### src/rtl/cmd_decoder_if.sv
// DDR4 command/address pin bundle driven by the controller (master) into cmd_decoder (slave).
// No valid/ready handshake: every pin is sampled on each rising clk, and cs_n=0 qualifies a command.
interface cmd_decoder_if #(
  parameter int BGWIDTH   = 2,
  parameter int BAWIDTH   = 2,
  parameter int ADDRWIDTH = 14
);
  logic                 cke;
  logic                 cs_n;
  logic                 act_n;
  logic                 ras_n;
  logic                 cas_n;
  logic                 we_n;
  logic [BGWIDTH-1:0]   bg_i;
  logic [BAWIDTH-1:0]   ba_i;
  logic [ADDRWIDTH-1:0] addr_i;
  logic                 par;

  modport master (output cke, cs_n, act_n, ras_n, cas_n, we_n, bg_i, ba_i, addr_i, par);
  modport slave  (input  cke, cs_n, act_n, ras_n, cas_n, we_n, bg_i, ba_i, addr_i, par);
endinterface

### src/rtl/cmd_decoder.sv
// DDR4 command decoder: one-hot command pulses, CKE power FSM, per-bank open-row table.
// Optional command/address parity check and alert_n pulse when CMD_PARITY_EN is defined.
module cmd_decoder #(
  parameter int BGWIDTH   = 2,
  parameter int BAWIDTH   = 2,
  parameter int ADDRWIDTH = 14,
  parameter int ALERTCYC  = 6,
  localparam int NBANKS   = 2 ** (BGWIDTH + BAWIDTH)
) (
  input  logic                              clk,
  input  logic                              rst,
  cmd_decoder_if.slave                      pins,
  output logic [BGWIDTH-1:0]                bg,
  output logic [BAWIDTH-1:0]                ba,
  output logic [ADDRWIDTH-1:0]              addr,
  output logic ACT, BST, CFG, CKEH, CKEL, DPD, DPDX, MRR, MRW,
  output logic PD, PDX, PR, PRA, RD, RDA, REF, SRF, WR, WRA,
  output logic [NBANKS-1:0]                 row_open,
  output logic [NBANKS-1:0][ADDRWIDTH-1:0]  open_row,
  output logic                              illegal,
  output logic [7:0]                        err_cnt,
  output logic                              alert_n,
  output logic [1:0]                        pwr_state
);
  typedef enum logic [1:0] {PWR_ON = 2'd0, PWR_PWRDN = 2'd1, PWR_SELFREF = 2'd2} pwr_t;

  localparam int I_ACT = 18, I_BST = 17, I_CFG = 16, I_CKEH = 15, I_CKEL = 14, I_DPD = 13;
  localparam int I_DPDX = 12, I_MRR = 11, I_MRW = 10, I_PD = 9, I_PDX = 8, I_PR = 7, I_PRA = 6;
  localparam int I_RD = 5, I_RDA = 4, I_REF = 3, I_SRF = 2, I_WR = 1, I_WRA = 0;

  pwr_t                             pwr_q, pwr_d;
  logic                             cke_q;
  logic [18:0]                      pulse_q, pulse_d;
  logic                             illegal_d, par_err, err_inc, cap;
  logic [NBANKS-1:0]                row_open_d;
  logic [NBANKS-1:0][ADDRWIDTH-1:0] open_row_d;
  logic [BGWIDTH+BAWIDTH-1:0]       bank;
  logic [2:0]                       rcw;
  logic                             is_nop, is_ref, any_open, par_bad;

  assign bank     = {pins.bg_i, pins.ba_i};
  assign rcw      = {pins.ras_n, pins.cas_n, pins.we_n};
  assign is_nop   = pins.cs_n | (pins.act_n & ((rcw == 3'b111) | (rcw == 3'b011)));
  assign is_ref   = ~pins.cs_n & pins.act_n & (rcw == 3'b001);
  assign any_open = |row_open;

  always_comb begin
    pwr_d      = pwr_q;
    pulse_d    = '0;
    illegal_d  = 1'b0;
    par_err    = 1'b0;
    cap        = 1'b0;
    row_open_d = row_open;
    open_row_d = open_row;
    case (pwr_q)
      PWR_ON: begin
        if (cke_q && !pins.cke) begin
          // cke falling: a clean REF enters self-refresh, anything else powers down
          pulse_d[I_CKEL] = 1'b1;
          if (is_ref && !any_open) begin
            pulse_d[I_SRF] = 1'b1;
            pwr_d          = PWR_SELFREF;
          end else begin
            pulse_d[I_PD] = 1'b1;
            pwr_d         = PWR_PWRDN;
            illegal_d     = ~is_nop;
          end
        end else if (cke_q && pins.cke && !pins.cs_n) begin
          if (par_bad) begin
            par_err = 1'b1;
          end else if (!pins.act_n) begin
            if (row_open[bank]) illegal_d = 1'b1;
            else begin
              pulse_d[I_ACT]   = 1'b1;
              row_open_d[bank] = 1'b1;
              open_row_d[bank] = pins.addr_i;
              cap              = 1'b1;
            end
          end else begin
            case (rcw)
              3'b000, 3'b110: begin
                if (any_open) illegal_d = 1'b1;
                else begin
                  pulse_d[(rcw == 3'b000) ? I_MRW : I_CFG] = 1'b1;
                  cap = 1'b1;
                end
              end
              3'b001: begin
                if (any_open) illegal_d = 1'b1;
                else pulse_d[I_REF] = 1'b1;
              end
              3'b010: begin
                cap = 1'b1;
                if (pins.addr_i[10]) begin
                  pulse_d[I_PRA] = 1'b1;
                  row_open_d     = '0;
                end else begin
                  pulse_d[I_PR]    = 1'b1;
                  row_open_d[bank] = 1'b0;
                end
              end
              3'b100, 3'b101: begin
                if (!row_open[bank]) illegal_d = 1'b1;
                else begin
                  cap = 1'b1;
                  // auto-precharge closes the row immediately
                  if (pins.addr_i[10]) begin
                    pulse_d[(rcw == 3'b100) ? I_WRA : I_RDA] = 1'b1;
                    row_open_d[bank] = 1'b0;
                  end else begin
                    pulse_d[(rcw == 3'b100) ? I_WR : I_RD] = 1'b1;
                  end
                end
              end
              default: ;
            endcase
          end
        end
      end
      PWR_PWRDN: begin
        if (!cke_q && pins.cke) begin
          pulse_d[I_PDX]  = 1'b1;
          pulse_d[I_CKEH] = 1'b1;
          pwr_d           = PWR_ON;
        end
      end
      PWR_SELFREF: begin
        if (!cke_q && pins.cke) begin
          pulse_d[I_CKEH] = 1'b1;
          pwr_d           = PWR_ON;
        end
      end
      default: pwr_d = PWR_ON;
    endcase
    err_inc = illegal_d | par_err;
  end

  always_ff @(posedge clk or posedge rst) begin
    if (rst) begin
      pwr_q    <= PWR_ON;
      cke_q    <= 1'b1;
      pulse_q  <= '0;
      illegal  <= 1'b0;
      row_open <= '0;
      open_row <= '0;
      bg       <= '0;
      ba       <= '0;
      addr     <= '0;
      err_cnt  <= '0;
    end else begin
      pwr_q    <= pwr_d;
      cke_q    <= pins.cke;
      pulse_q  <= pulse_d;
      illegal  <= illegal_d;
      row_open <= row_open_d;
      open_row <= open_row_d;
      if (cap) begin
        bg   <= pins.bg_i;
        ba   <= pins.ba_i;
        addr <= pins.addr_i;
      end
      if (err_inc && err_cnt != 8'hFF) err_cnt <= err_cnt + 8'd1;
    end
  end

`ifdef CMD_PARITY_EN
  localparam int ACW = $clog2(ALERTCYC + 1);
  logic [ACW-1:0] alert_cnt;

  assign par_bad = (^{pins.act_n, pins.ras_n, pins.cas_n, pins.we_n,
                      pins.bg_i, pins.ba_i, pins.addr_i, pins.par}) & ~is_nop;
  assign alert_n = (alert_cnt == '0);

  always_ff @(posedge clk or posedge rst) begin
    if (rst)                alert_cnt <= '0;
    else if (par_err)       alert_cnt <= ACW'(ALERTCYC);
    else if (alert_cnt != 0) alert_cnt <= alert_cnt - ACW'(1);
  end
`else
  logic unused_par;
  assign unused_par = pins.par;
  assign par_bad    = 1'b0;
  assign alert_n    = 1'b1;
`endif

  assign pwr_state = pwr_q;
  assign {ACT, BST, CFG, CKEH, CKEL, DPD, DPDX, MRR, MRW, PD,
          PDX, PR, PRA, RD, RDA, REF, SRF, WR, WRA} = pulse_q;
endmodule

### src/flat_wrapper.sv
// flat-port wrapper written by rule: the top's interface ports become plain ports
module cmd_decoder_flat 
#(
  parameter int BGWIDTH   = 2,
  parameter int BAWIDTH   = 2,
  parameter int ADDRWIDTH = 14,
  parameter int ALERTCYC  = 6,
  localparam int NBANKS   = 2 ** (BGWIDTH + BAWIDTH)
)
  (clk, rst, bg, ba, addr, ACT, BST, CFG, CKEH, CKEL, DPD, DPDX, MRR, MRW, PD, PDX, PR, PRA, RD, RDA, REF, SRF, WR, WRA, row_open, open_row, illegal, err_cnt, alert_n, pwr_state, pins_cke, pins_cs_n, pins_act_n, pins_ras_n, pins_cas_n, pins_we_n, pins_bg_i, pins_ba_i, pins_addr_i, pins_par);
  cmd_decoder_if #(.BGWIDTH(BGWIDTH), .BAWIDTH(BAWIDTH), .ADDRWIDTH(ADDRWIDTH)) pins_i ();
  input  logic clk;
  input  logic rst;
  output logic [BGWIDTH-1:0] bg;
  output logic [BAWIDTH-1:0] ba;
  output logic [ADDRWIDTH-1:0] addr;
  output logic ACT;
  output logic BST;
  output logic CFG;
  output logic CKEH;
  output logic CKEL;
  output logic DPD;
  output logic DPDX;
  output logic MRR;
  output logic MRW;
  output logic PD;
  output logic PDX;
  output logic PR;
  output logic PRA;
  output logic RD;
  output logic RDA;
  output logic REF;
  output logic SRF;
  output logic WR;
  output logic WRA;
  output logic [NBANKS-1:0] row_open;
  output logic [NBANKS-1:0][ADDRWIDTH-1:0] open_row;
  output logic illegal;
  output logic [7:0] err_cnt;
  output logic alert_n;
  output logic [1:0] pwr_state;
  input wire logic [$bits(pins_i.cke)-1:0] pins_cke;
  input wire logic [$bits(pins_i.cs_n)-1:0] pins_cs_n;
  input wire logic [$bits(pins_i.act_n)-1:0] pins_act_n;
  input wire logic [$bits(pins_i.ras_n)-1:0] pins_ras_n;
  input wire logic [$bits(pins_i.cas_n)-1:0] pins_cas_n;
  input wire logic [$bits(pins_i.we_n)-1:0] pins_we_n;
  input wire logic [$bits(pins_i.bg_i)-1:0] pins_bg_i;
  input wire logic [$bits(pins_i.ba_i)-1:0] pins_ba_i;
  input wire logic [$bits(pins_i.addr_i)-1:0] pins_addr_i;
  input wire logic [$bits(pins_i.par)-1:0] pins_par;
  assign pins_i.cke = pins_cke;
  assign pins_i.cs_n = pins_cs_n;
  assign pins_i.act_n = pins_act_n;
  assign pins_i.ras_n = pins_ras_n;
  assign pins_i.cas_n = pins_cas_n;
  assign pins_i.we_n = pins_we_n;
  assign pins_i.bg_i = pins_bg_i;
  assign pins_i.ba_i = pins_ba_i;
  assign pins_i.addr_i = pins_addr_i;
  assign pins_i.par = pins_par;
  cmd_decoder #(.BGWIDTH(BGWIDTH), .BAWIDTH(BAWIDTH), .ADDRWIDTH(ADDRWIDTH), .ALERTCYC(ALERTCYC)) u_core (.clk(clk), .rst(rst), .pins(pins_i), .bg(bg), .ba(ba), .addr(addr), .ACT(ACT), .BST(BST), .CFG(CFG), .CKEH(CKEH), .CKEL(CKEL), .DPD(DPD), .DPDX(DPDX), .MRR(MRR), .MRW(MRW), .PD(PD), .PDX(PDX), .PR(PR), .PRA(PRA), .RD(RD), .RDA(RDA), .REF(REF), .SRF(SRF), .WR(WR), .WRA(WRA), .row_open(row_open), .open_row(open_row), .illegal(illegal), .err_cnt(err_cnt), .alert_n(alert_n), .pwr_state(pwr_state));
endmodule
### config.mk
export PLATFORM = sky130hd
export DESIGN_NAME = cmd_decoder_flat
export DESIGN_NICKNAME = d
export VERILOG_FILES = /design/src/rtl/cmd_decoder_if.sv /design/src/rtl/cmd_decoder.sv /design/src/flat_wrapper.sv
export SDC_FILE = /design/constraint.sdc
export NUM_CORES = 1
export LEC_CHECK = 0
export ABC_AREA = 1
export ABC_CLOCK_PERIOD_IN_PS = 33200
export BUFFER_PORTS_ARGS = -buffer_cell sky130_fd_sc_hd__buf_2
export CAP_MARGIN = 20
export CORE_UTILIZATION = 35
export DETAILED_ROUTE_END_ITERATION = 10
export HOLD_SLACK_MARGIN = 0.08
export SLEW_MARGIN = 5
export SYNTH_ARGS = -nofsm -noshare
export SYNTH_HDL_FRONTEND = slang
export SYNTH_SLANG_ARGS = --single-unit
export TNS_END_PERCENT = 100
### constraint.sdc
create_clock -name clk -period 33.2 [get_ports clk]
set_clock_uncertainty 0.2 [all_clocks]
set_input_delay 8.3 -clock clk [delete_from_list [all_inputs] [get_ports clk]]
set_output_delay 8.3 -clock clk [all_outputs]
set_load 0.005 [all_outputs]
Word level (Yosys, flattened, before mapping):

Index checks and enable logic that the tools add are counted.

* muxes and demuxes: 79
* add/sub/neg operators: 1
* bitwise gates (word level): 13
* reduce and logical (&&, ||, !) cells: 24
* equality and inequality tests: 16
* magnitude comparators: 8

Operators with widths (count)
* 19-bit two-way mux: 14
* 224-bit bitwise mux: 1
* 32-bit by 1-bit >= comparator with 1-bit output (second input constant): 3
* 32-bit by 7-bit less-than comparator with 1-bit output (second input constant): 3
* 16-bit two-way mux: 5
* 14-bit demux with 4-bit select: 1
* 16-bit one-hot mux with 2 select lines: 1
* 1-bit two-way mux: 27
* 11-bit one-hot mux with 2 select lines: 1
* 18-bit two-way mux: 1
* 16-bit bitwise AND: 1
* 16-bit NOT: 1
* 16-bit bitwise OR: 1
* 16-bit OR reduction: 1
* 1-bit demux with 5-bit select: 3
* 14-bit two-way mux: 1
* 3-bit == test (second input constant): 4
* 6-bit two-way mux: 2
* 1-bit logical AND: 10
* 3-bit two-way mux: 3
* 8-bit by 1-bit adder with 8-bit output (second input constant): 1
* 2-bit two-way mux: 4
* 4-bit two-way mux: 2
* 8-bit two-way mux: 1
* 31 further kinds: 49

* bits of input ports: 27
* register bits after elaboration: 289
* logic and storage cells: 166
* output and inout port bits: 289

Longest topological paths before layout:

* depth in word-level cells: 18
* gate-level depth with buffers: 16
* gate-level depth less buffers: 16

Worst setup path after synthesis:

OpenSTA, ideal clock, no wires.

* kind: input -> register
* from: in pins_ba_i[1]
* to: reg u_core.open_row[155] in the netlist's numbering
* stages: 15
* required time: 32.871 ns
* library setup time: 0.129 ns
* path buffers: 4
* slack: 23.226 ns
* arrival: 9.645 ns
* cell sequence: buf_2 > inv_1 > nand2_1 > nand2_1 > nand2_1 > nand2_1 > inv_2 > nand2_2 > nor3_2 > buf_6 > buf_12 > nand2_4 > buf_6 > nand2_1 > o21ai_2

* word-level cells in the longest chain between the ends: 5
* elaborated cells on any way between the ends: 10
* those cells by class: order compare: 2; mux: 5; bitwise: 1; reduce/logical: 2

Ends and longest elaborated chain
* start: declaration: line flat_wrapper.sv:49 `input wire logic [$bits(pins_i.ba_i)-1:0] pins_ba_i;`
* 4-bit by 5-bit less-than comparator with 1-bit output (implied by the code) or 4-bit by 1-bit >= comparator with 1-bit output (tied branches): line cmd_decoder.sv:76 `open_row_d[bank] = pins.addr_i;`
* 1-bit logical AND (implied by the code): line cmd_decoder.sv:76
* 14-bit two-way mux (implied by the code): line cmd_decoder.sv:76
* 14-bit demux with 4-bit select
* 224-bit bitwise mux: line cmd_decoder.sv:76
* end signal: assignment: line cmd_decoder.sv:156 `open_row <= open_row_d;`
* end: declaration: line cmd_decoder.sv:19 `output logic [NBANKS-1:0][ADDRWIDTH-1:0] open_row,`

Several ways; a longest one is shown, not always the timed one. The select of a mux whose other input is x is not followed.
A chain may end at the register's enable or synchronous reset.

Worst setup path in the final report:

* from: in pins_act_n
* to: reg u_core.row_open[12]

* word-level cells in the longest chain between the ends: 2
* elaborated cells on any way between the ends: 5
* those cells by class: eq/ne: 3; mux: 1; reduce/logical: 1

Ends and longest elaborated chain
* start: declaration: line flat_wrapper.sv:44 `input wire logic [$bits(pins_i.act_n)-1:0] pins_act_n;`
* 3-bit by 2-bit != test with 1-bit output (no source line) (tied with other cells)
* 7-bit AND reduction (no source line)
* end signal: assignment: line cmd_decoder.sv:155 `row_open <= row_open_d;`
* end: declaration: line cmd_decoder.sv:18 `output logic [NBANKS-1:0] row_open,`

Several ways; a longest one is shown, not always the timed one.

==> impl_metrics.ini <==
[outcome]
status = finished, final reports clean

[final_layout]
drive_above_1_share_pct = 27.4
final_core_util_pct = 44.2
seqCellArea_um2 = 7130
filler_cell_count = 3243
synthToLayoutAreaGrowth_pct = 24.1
multiInputGateArea_um2 = 3760
design.final.nets = 1527
num_antenna_cells = 0

[clocking]
hold_fix_buffers_cts = 0
total_number_of_h_tree_levels = 1
root_buffer = sky130_fd_sc_hd__clkbuf_16
total_cts_buffers = 31
clock_latency_ns = 0.56
tritoncts_num_sinks = 285
post_cts_resize_count = 0
post_cts.repair.setup_buffers = 0
clock_tree.buffer_depth = 3
clkSlewWorstSetupHoldPaths_ns = 0.06
tritoncts_clock_tree = built

[power]
p_per_area_nw_per_um2 = 64.9
peakVddDrop_uv = 37.7
power.static_leakage_nw = 7.88
clock_power_share_pct = 38.0
netSwitchingFraction_pct = 28.2
power_switching_w = 0.000263
comb_power_share_pct = 16.4
power_report.internal_total_w = 0.000669
power_frac_seq_pct = 45.6

[drt]
detail_route.iter0.violations = 570
finalWirelength_um = 34600
drt-pass1-iter-count = 5
avgRoutedWirePerCell_um = 17.6
drtAntennaViolNets = 0
drt_drc_violations_left = 0
vias = 9404
via_per_inst = 4.79

[critical_path]
crit_arrival_ns = 10.86
crit_cells = 8
data_required_time_of_the_critical_path_ns = 33.43
ff2ff_path_depth = 11
critPathMaxStageDelay_ns = 0.62
critical_path.most_common_cell = sky130_fd_sc_hd__nand2_1
crit_slowest_cell = sky130_fd_sc_hd__nor2_2
cp_num_buf_inv = 3
critical-path-top-delay-family = simple AND/OR/NAND/NOR gates
end_kind = register
crit_path_cell_trace = buf_2 -> inv_1 -> nand2_1 -> inv_1 -> nor2_2 -> nand3_2 -> nand2_1 -> nand2_1
critical_path.max_fanout = 24
start_kind = input pin
timing_worst_setup_path_type = in -> reg

[sta]
fmax_mhz = 94.1
worstMarginPinSlew_ns = 1.02
finalSetupViolCount = 0
finalHoldViolations = 0
number_of_max_slew_violations_in_the_final_report = 0
timing.setup.tns_ns = 0
max_slew_margin_pct = 32.2
post-route-min-period_ns = 10.63
worst_hold_slack_ns = 0.265
setup_slack_ns = 22.57
grt_setup_unrepaired = false
layout_worst_path_cycle_share_pct = 32.0

[die]
count_of_boundary_i_o_pins = 316
die-area_um2 = 33800
start_util_pct = 35.6
fp.dieH_um = 184
core_region_um2 = 32500
fp-row-count = 66
chipWidth_um = 184

[global_routing]
globalRoute.totalOverflow = 0
grt_use_total_pct = 20.4
antenna_found_initial = 0
grt_pass1_wl_um = 53600
first_global_vias = 8980
grt_start_max_net_pins = 132

[run]
max_cap_viol_count = 0

[placed_design]
portBuffers = 309
dp_hpwl_um = 23100
dp_worst_setup_slack_ns = 21.81
routabilityCongestion = 0.821

[logic_synthesis]
synthesis.instances = 1216
yosys_register_bits = 285
netlist_area_before_placement_um2 = 11600
avgSynthCellArea_um2 = 9.52
yosysWarnings = 0
netlist-cell-type-count = 37
synth-seq-area-share_pct = 61.6

[hold_path]
min-delay-path-class = reg -> reg
min_delay_path_depth = 2
path summary, 6_finish.rpt:
kind / startpoint / end / slack [ns]
worst max-delay path: pins_act_n / u_core.row_open[12]$_DFFE_PP0P_ / 22.57
worst min-delay path: u_core.addr[10]$_DFFE_PP0P_ / u_core.addr[10]$_DFFE_PP0P_ / 0.27
worst max register to register: u_core.pwr_state[0]$_DFFE_PP0P_ / u_core.open_row[81]$_DFFE_PP0P_ / 30.20
worst min register to register: u_core.addr[10]$_DFFE_PP0P_ / u_core.addr[10]$_DFFE_PP0P_ / 0.27
max in group asynchronous: rst / u_core.open_row[118]$_DFFE_PP0P_ / 23.00
min in group asynchronous: rst / u_core.open_row[80]$_DFFE_PP0P_ / 7.70
flip-flops by register name (all words and copies together), names as in the netlist:
| register | count |
|---|---|
| u_core.cke_q | 1 |
| u_core.pwr_state | 2 |
| u_core.pulse_q | 15 |
| u_core.open_row | 224 |
| u_core.ba | 2 |
| u_core.err_cnt | 8 |
| u_core.row_open | 16 |
| u_core.illegal | 1 |
| u_core.bg | 2 |
| u_core.addr | 14 |
final cells by class:
cell class	instances	share of cell area, %
clock buffers	46	6.63
clock inverters	11	0.810
inverters	61	1.65
multi-input cells	802	26.2
flip-flops and latches	285	49.6
well taps	442	3.85
repair buffers	316	11.3
cells by family (layout without fill, tap and decap cells):
| family | count (synthesis) | in the layout | share of synthesized area, % |
|---|---|---|---|
| other cells | 2 | 5 | 0.0649 |
| buf+inv | 132 | 434 | 6.08 |
| flops | 285 | 285 | 61.6 |
| fa+ha+maj | 3 | 3 | 0.324 |
| compound gates | 266 | 266 | 12.5 |
| simple gates | 522 | 522 | 19.0 |
| xor+xnor | 6 | 6 | 0.454 |
cell usage after synthesis:
master | instances | share of area (%)
sky130_fd_sc_hd__buf_1 | 1 | 0.032
sky130_fd_sc_hd__ha_1 | 3 | 0.32
sky130_fd_sc_hd__clkbuf_1 | 29 | 0.94
sky130_fd_sc_hd__nand3_1 | 33 | 1.4
sky130_fd_sc_hd__conb_1 | 2 | 0.065
sky130_fd_sc_hd__clkinv_1 | 1 | 0.032
sky130_fd_sc_hd__buf_12 | 1 | 0.17
sky130_fd_sc_hd__nor3b_1 | 1 | 0.065
sky130_fd_sc_hd__or2_2 | 4 | 0.22
sky130_fd_sc_hd__dfrtp_1 | 284 | 61
sky130_fd_sc_hd__buf_6 | 20 | 1.9
sky130_fd_sc_hd__dfstp_2 | 1 | 0.23
sky130_fd_sc_hd__buf_4 | 7 | 0.45
sky130_fd_sc_hd__xor2_1 | 3 | 0.23
sky130_fd_sc_hd__nand2_1 | 389 | 13
sky130_fd_sc_hd__nand3b_1 | 1 | 0.065
sky130_fd_sc_hd__nor2_2 | 2 | 0.11
sky130_fd_sc_hd__o2111ai_2 | 1 | 0.13
sky130_fd_sc_hd__xnor2_1 | 3 | 0.23
sky130_fd_sc_hd__nand2_4 | 9 | 0.88
sky130_fd_sc_hd__nor3_2 | 2 | 0.17
sky130_fd_sc_hd__buf_2 | 13 | 0.56
sky130_fd_sc_hd__o221ai_1 | 3 | 0.23
sky130_fd_sc_hd__a21oi_2 | 1 | 0.076
sky130_fd_sc_hd__inv_2 | 4 | 0.13
sky130_fd_sc_hd__o21ai_0 | 121 | 5.2
sky130_fd_sc_hd__o311ai_0 | 1 | 0.076
sky130_fd_sc_hd__nor3_1 | 14 | 0.61
sky130_fd_sc_hd__o2111ai_1 | 13 | 0.98
sky130_fd_sc_hd__nand2_2 | 11 | 0.59
sky130_fd_sc_hd__inv_1 | 56 | 1.8
sky130_fd_sc_hd__nor4_1 | 1 | 0.054
sky130_fd_sc_hd__nand4_1 | 17 | 0.92
sky130_fd_sc_hd__o21ai_2 | 9 | 0.68
sky130_fd_sc_hd__o21ai_1 | 117 | 5.1
sky130_fd_sc_hd__nand3_2 | 1 | 0.086
sky130_fd_sc_hd__nor2_1 | 37 | 1.2
power by group through the flow:
stage | Clock [W] | Combinational, W | Sequential, W
after floorplan | 0 | 0.0000764 | 0.000430
after global placement | 0 | 0.000152 | 0.000428
after detailed placement | 0 | 0.000155 | 0.000429
after CTS | 0.000365 | 0.000155 | 0.000424
after global routing | 0.000379 | 0.000175 | 0.000431
final | 0.000354 | 0.000153 | 0.000425
layer usage:
| layer | part of all wire [%] | wire length (um) | global-route usage (%) |
|---|---|---|---|
| met1 | 45 | 15600 | 28.0 |
| met2 | 44 | 15400 | 31.4 |
| met4 | 2.0 | 684 | 5.33 |
| met5 | 0 | 0 | 0 |
| met3 | 8.5 | 2960 | 5.82 |
cells in the final DEF, fill, tap and decap left out, types with 2 or more instances in the layout:
cell                        instances
sky130_fd_sc_hd__o21ai_1          117
sky130_fd_sc_hd__buf_4              6
sky130_fd_sc_hd__nand2_2           11
sky130_fd_sc_hd__nor3_1            14
sky130_fd_sc_hd__buf_2            309
sky130_fd_sc_hd__clkbuf_8          12
sky130_fd_sc_hd__dfrtp_1          284
sky130_fd_sc_hd__nand4_1           17
sky130_fd_sc_hd__clkbuf_1           3
sky130_fd_sc_hd__inv_1             55
sky130_fd_sc_hd__o221ai_1           3
sky130_fd_sc_hd__inv_2              4
sky130_fd_sc_hd__or2_2              4
sky130_fd_sc_hd__o21ai_2            9
sky130_fd_sc_hd__nor2_2             2
sky130_fd_sc_hd__xnor2_1            3
sky130_fd_sc_hd__bufinv_16          2
sky130_fd_sc_hd__nor2_1            37
sky130_fd_sc_hd__o21ai_0          121
sky130_fd_sc_hd__xor2_1             3
sky130_fd_sc_hd__conb_1             5
sky130_fd_sc_hd__nand2_1          389
sky130_fd_sc_hd__nand2_4            9
sky130_fd_sc_hd__nand3_1           33
sky130_fd_sc_hd__o2111ai_1         13
sky130_fd_sc_hd__clkbuf_16         31
sky130_fd_sc_hd__clkinv_2           6
sky130_fd_sc_hd__inv_6              2
sky130_fd_sc_hd__ha_1               3
worst reg2reg max path, cell delays in order (launching register included):
cell,delay [ns]
sky130_fd_sc_hd__dfrtp_1,0.40
sky130_fd_sc_hd__inv_1,0.09
sky130_fd_sc_hd__ha_1,0.16
sky130_fd_sc_hd__inv_2,0.07
sky130_fd_sc_hd__nor3_2,0.14
sky130_fd_sc_hd__buf_4,0.30
sky130_fd_sc_hd__inv_1,0.15
sky130_fd_sc_hd__nor3_4,0.17
sky130_fd_sc_hd__buf_4,0.41
sky130_fd_sc_hd__nand2_2,0.46
sky130_fd_sc_hd__nand2_1,0.18
sky130_fd_sc_hd__o21ai_0,0.11
per-stage QoR:
step                cell area (um^2)  total power, W  cells
floorplan                      11600        0.000507   1219
global placement               13300        0.000580   1905
detailed placement             13300        0.000584   1905
CTS                            14300        0.000944   1962
global route                   14400        0.000984   1963
finish                         14400        0.000932   1963
Note: power is estimated with default switching activity, not from simulation.
